===== src/rtl/wireframe_edge_raster.sv =====
// wireframe_edge_raster: draws a triangle's three edges into the wireframe SRAM, walks the covered
// rows for colour-fill, then erases the same edges.
//   clk, n_rst (async, active-low)
//   start, v0_x..v2_y   : accept a triangle while idle (signed screen coordinates)
//   fill_ready          : colour-fill finished the current row
//   wf_we/wf_addr/wf_data : one wireframe pixel write per cycle (data 1 draw, 0 erase)
//   fill_en/fill_row    : row hand-off to colour-fill
//   busy, done          : status
module wireframe_edge_raster #(
  parameter int WIDTH  = 640,
  parameter int HEIGHT = 480,
  parameter int ADDR_W = 19
) (
  input  logic                clk,
  input  logic                n_rst,
  input  logic                start,
  input  logic signed [15:0]  v0_x,
  input  logic signed [15:0]  v0_y,
  input  logic signed [15:0]  v1_x,
  input  logic signed [15:0]  v1_y,
  input  logic signed [15:0]  v2_x,
  input  logic signed [15:0]  v2_y,
  input  logic                fill_ready,
  output logic                wf_we,
  output logic [ADDR_W-1:0]   wf_addr,
  output logic                wf_data,
  output logic                fill_en,
  output logic [15:0]         fill_row,
  output logic                busy,
  output logic                done
);
  typedef enum logic [2:0] {IDLE, EDGE_INIT, EDGE_STEP, ROW_ISSUE, ROW_WAIT, DONE} state_t;
  state_t state, state_n;
  logic signed [15:0] vx [3];
  logic signed [15:0] vy [3];
  logic [1:0] e, en;
  logic erase, sxn, syn, skip, at_end, step_x, step_y, on;
  logic signed [15:0] x, y, xe, ye, row, lo01, hi01, ymin_r, ymax_r, ymin, ymax;
  logic signed [16:0] ddx, ddy, adx, ady;
  logic signed [17:0] dx, dy, err, err_n;
  logic signed [18:0] e2, dx19, dy19;
  logic [ADDR_W-1:0] addr;
  assign en = e == 2'd2 ? 2'd0 : e + 2'd1;
  always_comb begin
    ddx = {vx[en][15], vx[en]} - {vx[e][15], vx[e]};
    ddy = {vy[en][15], vy[en]} - {vy[e][15], vy[e]};
    adx = ddx[16] ? -ddx : ddx;
    ady = ddy[16] ? -ddy : ddy;
    e2 = {err, 1'b0};
    dx19 = {dx[17], dx};
    dy19 = {dy[17], dy};
    step_x = e2 >= dy19;
    step_y = e2 <= dx19;
    err_n = err + (step_x ? dy : 18'sd0) + (step_y ? dx : 18'sd0);
    at_end = x == xe && y == ye;
    on = x >= 16'sd0 && x < 16'(WIDTH) && y >= 16'sd0 && y < 16'(HEIGHT);
    addr = ADDR_W'(y) * ADDR_W'(WIDTH) + ADDR_W'(x);
    lo01 = vy[0] < vy[1] ? vy[0] : vy[1];
    hi01 = vy[0] > vy[1] ? vy[0] : vy[1];
    ymin_r = lo01 < vy[2] ? lo01 : vy[2];
    ymax_r = hi01 > vy[2] ? hi01 : vy[2];
    skip = ymax_r < 16'sd0 || ymin_r >= 16'(HEIGHT);
    ymin = ymin_r < 16'sd0 ? 16'sd0 : ymin_r;
    ymax = ymax_r > 16'(HEIGHT - 1) ? 16'(HEIGHT - 1) : ymax_r;
  end
  // After the third edge: erase pass ends the triangle, draw pass goes to rows
  // unless no row is on screen, in which case the erase pass starts at once.
  always_comb begin
    state_n = state;
    case (state)
      IDLE:      state_n = start ? EDGE_INIT : IDLE;
      EDGE_INIT: state_n = EDGE_STEP;
      EDGE_STEP: if (at_end) state_n = e != 2'd2 ? EDGE_INIT : erase ? DONE : skip ? EDGE_INIT : ROW_ISSUE;
      ROW_ISSUE: state_n = ROW_WAIT;
      ROW_WAIT:  if (fill_ready) state_n = row == ymax ? EDGE_INIT : ROW_ISSUE;
      default:   state_n = IDLE;
    endcase
  end
  always_ff @(posedge clk or negedge n_rst)
    if (!n_rst) state <= IDLE;
    else state <= state_n;
  always_ff @(posedge clk or negedge n_rst) begin
    if (!n_rst) begin
      vx[0] <= '0;
      vx[1] <= '0;
      vx[2] <= '0;
      vy[0] <= '0;
      vy[1] <= '0;
      vy[2] <= '0;
      e <= '0;
      erase <= 1'b0;
      x <= '0;
      y <= '0;
      xe <= '0;
      ye <= '0;
      dx <= '0;
      dy <= '0;
      err <= '0;
      sxn <= 1'b0;
      syn <= 1'b0;
      row <= '0;
      wf_we <= 1'b0;
      wf_addr <= '0;
      wf_data <= 1'b0;
      fill_en <= 1'b0;
      fill_row <= '0;
      busy <= 1'b0;
      done <= 1'b0;
    end else begin
      if (state == IDLE && start) begin
        vx[0] <= v0_x;
        vx[1] <= v1_x;
        vx[2] <= v2_x;
        vy[0] <= v0_y;
        vy[1] <= v1_y;
        vy[2] <= v2_y;
      end
      e <= state == IDLE ? 2'd0 : state == EDGE_STEP && at_end ? en : e;
      // Any return to EDGE_INIT from the row phase or after the third drawn edge begins erasing.
      erase <= state == IDLE ? 1'b0
             : erase | (state_n == EDGE_INIT && (state == ROW_WAIT || (state == EDGE_STEP && e == 2'd2)));
      if (state == EDGE_INIT) begin
        x <= vx[e];
        y <= vy[e];
        xe <= vx[en];
        ye <= vy[en];
        dx <= {1'b0, adx};
        dy <= -{1'b0, ady};
        err <= {1'b0, adx} - {1'b0, ady};
        sxn <= ddx[16];
        syn <= ddy[16];
      end else if (state == EDGE_STEP && !at_end) begin
        err <= err_n;
        if (step_x) x <= sxn ? x - 16'sd1 : x + 16'sd1;
        if (step_y) y <= syn ? y - 16'sd1 : y + 16'sd1;
      end
      row <= state == EDGE_STEP ? ymin : state == ROW_WAIT && fill_ready ? row + 16'sd1 : row;
      wf_we <= state == EDGE_STEP && on;
      if (state == EDGE_STEP && on) wf_addr <= addr;
      wf_data <= state == EDGE_STEP && !erase;
      fill_en <= state == ROW_ISSUE;
      if (state == ROW_ISSUE) fill_row <= row;
      busy <= state_n != IDLE && state_n != DONE;
      done <= state_n == DONE;
    end
  end
endmodule


===== config.mk =====
export PLATFORM = sky130hd
export DESIGN_NAME = wireframe_edge_raster
export DESIGN_NICKNAME = d
export VERILOG_FILES = /design/src/rtl/wireframe_edge_raster.sv
export SDC_FILE = /design/constraint.sdc
export NUM_CORES = 1
export LEC_CHECK = 0
export CAP_MARGIN = 20
export CORE_MARGIN = 1.5
export CORE_UTILIZATION = 61
export DETAILED_ROUTE_END_ITERATION = 8
export GPL_TIMING_DRIVEN = 0
export PLACE_DENSITY_LB_ADDON = 0.2
export SLEW_MARGIN = 20
export SYNTH_ARGS = -nofsm -noshare
export SYNTH_HDL_FRONTEND = slang
export SYNTH_SLANG_ARGS = --single-unit

===== constraint.sdc =====
create_clock -name clk -period 8.7 [get_ports clk]
set_input_delay 2.61 -clock clk [delete_from_list [all_inputs] [get_ports clk]]
set_output_delay 2.61 -clock clk [all_outputs]
set_load 0.03 [all_outputs]

==> results of run 1 <==
[cells in the mapped netlist, types with 6 or more instances]
master	number
inv_1	162
o31ai_1	13
a21o_1	26
nor2b_1	29
xor2_1	50
buf_1	9
a211oi_1	17
a21oi_1	173
o221ai_1	21
o211a_1	7
mux2i_1	81
ha_1	206
nor2_1	155
mux2_2	132
o21ai_1	7
or3_1	18
nor4_1	17
dfrtp_1	277
xnor2_1	109
o211ai_1	12
o22ai_1	26
o31a_1	6
a31oi_1	17
and3_1	18
clkbuf_1	84
o21bai_1	11
or4_1	8
nor3_1	42
or2_2	8
and2_1	46
o2111ai_1	6
o21ai_0	217
fa_1	25
nand2b_1	26
o21a_1	35
nand4_1	26
a21boi_0	10
nand3_1	63
nand2_1	239
[what timing repair did]
item	CTS	global route
endpoints found under the setup margin	0	5
gates resized for setup	0	12
buffers inserted	0	0
[cells in the final DEF, fill, tap and decap left out, types with 29 or more instances in the layout]
cell type        synthesis  final
nand2_1                239    239
clkdlybuf4s50_1          0    138
o21a_1                  35     35
xor2_1                  50     50
ha_1                   206    206
xnor2_1                109    109
inv_1                  162    162
a21oi_1                173    173
clkbuf_1                84     85
dfrtp_1                277    277
nand3_1                 63     63
and2_1                  46     46
clkbuf_16                0     36
nor3_1                  42     42
nor2_1                 155    154
mux2i_1                 81     81
nor2b_1                 29     29
o21ai_0                217    217
mux2_2                 132    132
[through the flow]
step	setup TNS [ns]	setup slack, ns	area (um2)	hold slack (ns)	cells
floorplan	0	2.08	22500	0.449	2537
global placement	-1924.29	-7.00	24400	0.466	3144
detailed placement	0	0.423	24500	0.484	3146
CTS	0	0.240	25700	0.497	3207
global route	0	0.0251	25700	0.517	3208
finish	0	0.453	25700	0.488	3208
[registers in the layout (all words and copies together) (netlist names)]
register and flops:
busy 1, done 1, dx 17, dy 18, e 2, erase 1, err 18, fill_en 1
fill_row 16, row 16, state 3, sxn 1, syn 1, vx 48, vy 48, wf_addr 19
wf_data 1, wf_we 1, x 16, xe 16, y 16, ye 16
[area by class of cell]
| type | count | area, um2 |
|---|---|---|
| Tap cell | 468 | 586 |
| Sequential cell | 277 | 6930 |
| Fill cell | 2845 | 10700 |
| Timing Repair Buffer | 142 | 1460 |
| Inverter | 163 | 612 |
| Buffer | 101 | 418 |
| Clock inverter | 16 | 204 |
| Clock buffer | 45 | 975 |
| Multi-Input combinational cell | 1996 | 14500 |
[worst max-delay path: cells and delay by family (launching register included)]
family | cells | cell delay, ns
buffers and inverters | 4 | 1.36
AOI/OAI and AO/OA | 20 | 4.80
DFF | 1 | 0.35
adders and majority gates | 2 | 0.82
and+or+nand+nor | 3 | 0.42
muxes | 1 | 0.39
[path summary, 6_finish.rpt]
kind,cells past startpoint,end,slack (ns)
worst min register to register,2,fill_row[15]$_DFFE_PN0P_,0.49
worst max-delay path,30,err[15]$_DFFE_PN0P_,0.45
max in group asynchronous,3,vy[14]$_DFFE_PN0P_,5.18
min in group asynchronous,1,err[2]$_DFFE_PN0P_,2.02
worst max register to register,30,err[15]$_DFFE_PN0P_,0.45
worst min-delay path,2,fill_row[15]$_DFFE_PN0P_,0.49
[cells by family (layout without fill, tap and decap cells)]
| logic type | after synthesis | in the layout | synth area share, % |
|---|---|---|---|
| AO/OA/AOI/OAI | 666 | 666 | 18.6 |
| XOR/XNOR | 160 | 160 | 6.27 |
| buffers and inverters | 264 | 467 | 4.55 |
| adder cells (fa/ha/maj) | 231 | 231 | 13.7 |
| flip-flops | 277 | 277 | 30.9 |
| multiplexers | 213 | 213 | 10.2 |
| AND/OR/NAND/NOR | 726 | 726 | 15.8 |
[metal layers]
layer	part of all wire, %	GRT usage, %
met4	7.5	27.0
met3	8.2	7.25
met2	46	65.0
met1	39	49.2
met5	0	0
==> run summary, run 1 <==
Setup Skew: 0.0374 ns
Antenna cells: 0
Vias in the first global route: 20800
Async SR Flop Fraction: 100%
Clock transition at path regs: 0.06 ns
Area Growth Syn to Fin: 14.4%
Crit-path max FO: 10
Clk buf depth: 3
I/O Pins: 140
Net Count, Synth: 2868
Final Hold Viols: 0
Max_cap viols: 0
# hold bufs at CTS: 0
Cell Area, Synth: 0.0225 mm2
Number of synthesized flops with an enable pin: 0
Core area: 0.0364 mm2
Wire length per cell: 23.9 um
Post-DR vias/cell: 6.56
Initial Utilization: 61.7%
Cells after Synth: 2537
PortBufs: 139
Critical path class: reg2reg
Largest area contributor in the netlist: dfrtp_1
Hold Crit Start: fill_row[15]$_DFFE_PN0P_
Die Y: 195 um
NumNets Final: 3047
Num Clock Sinks: 277
Top cell type's share of synthesized area: 30.9%
Max H-tree Level: 2
DPL Wire Length: 59200 um
Synth Warn #: 0
Post-layout util: 70.5%
Later-pin clock latency in the skew report: 0.57 ns
Final WL: 76500 um
Synth top area cells: dfrtp_1, ha_1, mux2_2
Rows: 70
Die area: 0.0380 mm2
Min-delay worst type: reg2reg
Post-synthesis cell type count: 88
Required time of the critical path: 9.17 ns
Status: finished clean
Largest net degree at the start of global routing: 99
Layout cells sized above 1: 8.76%
Worst reg2reg startpoint: e[1]$_DFFE_PN0P_
Period utilisation layout: 94.8%
Max_slew headroom: 20.8%
Main synth FF type: dfrtp_1
CP Launch Type: flop
Final Setup Violations: 0
Worst EP arrival: 8.71 ns
Routed Antenna Nets: 0
Slowest CP cell: clkbuf_1
Detailed Route Iter0 Violations: 1984
Critical Path Most Common Cell: o21ai_0
CTS tree: built
First-pass GRT wire length: 118000 um
CP startpoint: e[1]$_DFFE_PN0P_
Via Count: 21000
CTS buffer count: 35
GRT Total Usage: 40.2%
Antenna violations before repair: 0
CTS root buffer: clkbuf_16
Worst path max stage delay: 0.62 ns
GRT overflow: 0
Avg Cell Area, Syn: 8.85 um2
Worst slew pin tran: 1.18 ns
DR pass1 iterations: 6
Final Wtd Congestion: 1.02
Number of register bits inferred by synthesis: 277
Register area share after synthesis: 30.9%
Min Clock Period, post-route: 8.25 ns
CP Capture Type: flop
RSZ-0062 raised after global routing: false
DRC Markers: 0
Die X-Extent: 195 um
Max-slew violation count: 0
FMAX: 121 MHz
Power of run 1 is not shown: default switching activity piles up to over one toggle a cycle in this logic, so the estimate is an artifact.
==> run 2: changes to the inputs <==
Settings changed: SLEW_MARGIN 20 to 10.
==> run 2 against run 1 <==
Setup slack improved by 0.033 ns. Largest cell class unchanged. Via count decreased by 0.58%. Clock skew decreased by 0.0099 ns. Non-clock buffer count increased by 1. Wire length about the same.
==> run summary, run 2 (same netlist as run 1, synthesis figures left out) <==
Initial Utilization: 61.7% (unchanged)
Max_cap viols: 0 (unchanged)
Biggest regs: vx (48), vy (48), wf_addr (19)
Critical path class: reg2reg
NumNets Final: 3047 (unchanged)
CTS resizes: 0 (unchanged)
Detailed Route Iter0 Violations: 2004 (+1.0%)
CTS buffer count: 34 (-2.9%)
Worst slew pin tran: 1.22 ns (+0.0394 ns)
Setup Skew: 0.0275 ns (-0.00985 ns)
Clock transition at path regs: 0.06 ns (about the same)
Via Count: 20900 (-0.58%)
DRC Markers: 0 (unchanged)
Worst path max stage delay: 0.81 ns (+0.19 ns)
Max-slew violation count: 0 (unchanged)
Max H-tree Level: 2 (unchanged)
Die X-Extent: 195 um (unchanged)
Vias in the first global route: 20800 (-0.077%)
Final Wtd Congestion: 1.02 (unchanged)
Reg2reg path depth: 30 (unchanged)
CTS root buffer: clkbuf_16
GRT overflow: 0 (unchanged)
Slowest CP cell: buf_1
CP Capture Type: flop
Crit-path max FO: 10 (unchanged)
Required time of the critical path: 9.17 ns (about the same)
Num Clock Sinks: 277 (unchanged)
I/O Pins: 140 (unchanged)
Max_slew headroom: 18.2% (-2.6 points)
Most common cell after layout, fill and taps aside: dfrtp_1
Commonest non-fill, non-tap cells in the layout: dfrtp_1, nand2_1, o21ai_0, ha_1, a21oi_1
Min Clock Period, post-route: 8.21 ns (-0.0327 ns)
Status: finished clean
Critical Path Most Common Cell: o21ai_0
Die Y: 195 um (unchanged)
CP Launch Type: flop
Rows: 70 (unchanged)
GRT Total Usage: 40.4% (+0.16 points)
Later-pin clock latency in the skew report: 0.57 ns (about the same)
Wire length per cell: 23.9 um (about the same)
FMAX: 122 MHz (+0.40%)
PortBufs: 139 (unchanged)
# hold bufs at CTS: 0 (unchanged)
Buffers inserted by post-CTS timing repair: 0 (unchanged)
Antenna violations before repair: 0 (unchanged)
Post-layout util: 70.3% (-0.23 points)
Largest net degree at the start of global routing: 111 (+12%)
Clk buf depth: 3 (unchanged)
Period utilisation layout: 94.4% (-0.38 points)
RSZ-0062 raised after global routing: false
Area Growth Syn to Fin: 14.0%
Layout cells sized above 1: 8.72% (-0.036 points)
Final Setup Violations: 0 (unchanged)
Antenna cells: 0 (unchanged)
Worst EP arrival: 8.68 ns (-0.03 ns)
Core area: 0.0364 mm2 (unchanged)
Min-delay worst type: reg2reg
Post-DR vias/cell: 6.52 (-0.58%)
CTS tree: built
Routed Antenna Nets: 0 (unchanged)
DPL Wire Length: 59400 um (+0.36%)
Die area: 0.0380 mm2 (unchanged)
Final Hold Viols: 0 (unchanged)
Final WL: 76500 um (about the same)
DR pass1 iterations: 6 (unchanged)
Hold depth: 2 (unchanged)
First-pass GRT wire length: 118000 um (+0.64%)
-- run 2: cell types whose count changed in the layout (fill, tap and decap cells not counted) --
cell and change:
nor2_1 +1, clkbuf_8 +2, clkbuf_2 +1, clkinv_2 -1
clkinvlp_4 -1, inv_6 +3, nor2_2 -1, bufinv_16 -3
buf_6 +1, clkbuf_16 -2
-- run 2: final cells by class --
cell class | count | area [um2]
multi-input combinational | 1996 | 14500
fill | 2902 | 10800
sequential | 277 | 6930
timing repair buffer | 143 | 1470
clock buffer | 46 | 956
inverter | 163 | 612
tap | 468 | 586
buffer | 101 | 419
clock inverter | 14 | 128
-- run 2: critical path: cells and delay by family, from the launching register on --
kind	cells	cell delay, ns
buffers and inverters	4	1.46
muxes	2	0.68
AOI/OAI and AO/OA	19	4.69
DFF	1	0.32
and+or+nand+nor	3	0.31
adders and majority gates	2	0.65
-- run 2: final timing paths --
path | start | end | slack, ns
max reg2reg | e[1]$_DFFE_PN0P_ | err[15]$_DFFE_PN0P_ | 0.49
min reg2reg | fill_row[11]$_DFFE_PN0P_ | fill_row[11]$_DFFE_PN0P_ | 0.48
max | e[1]$_DFFE_PN0P_ | err[15]$_DFFE_PN0P_ | 0.49
min | fill_row[11]$_DFFE_PN0P_ | fill_row[11]$_DFFE_PN0P_ | 0.48
min in group asynchronous | n_rst | err[2]$_DFFE_PN0P_ | 1.98
max in group asynchronous | n_rst | vy[14]$_DFFE_PN0P_ | 5.25
-- run 2: layer usage --
layer / vias up / wire length (um) / part of all wire (%) / GRT usage (%)
met5: - / 0 / 0 / 0
met4: 0 / 5330 / 7.0 / 25.9
met3: 270 / 6190 / 8.1 / 6.28
met2: 1091 / 35400 / 46 / 65.4
met1: 10100 / 29600 / 39 / 50.5
li1: 9489 / - / - / -
-- run 2: through the flow --
stage | instances | TNS [ns] | cell area, um2 | worst slack, ns | hold WS (ns)
after floorplan | 2537 | 0 | 22500 | 2.08 | 0.449
after global placement | 3144 | -1924.29 | 24400 | -7.00 | 0.466
after detailed placement | 3147 | 0 | 24500 | 0.396 | 0.476
after CTS | 3207 | 0 | 25600 | 0.255 | 0.488
after global routing | 3208 | 0 | 25600 | 0.0208 | 0.522
final | 3208 | 0 | 25600 | 0.486 | 0.483
Power of run 2 is left out for the same reason.
==> run 3: changes to the inputs <==
==> constraint.sdc (replaced) <==
create_clock -name clk -period 8.7 [get_ports clk]
set_input_delay 1.305 -clock clk [delete_from_list [all_inputs] [get_ports clk]]
set_output_delay 1.305 -clock clk [all_outputs]
set_load 0.03 [all_outputs]
==> results of run 3 <==
The final DEF is identical to that of run 2. Status: finished clean.
Power of run 3 is left out for the same reason.
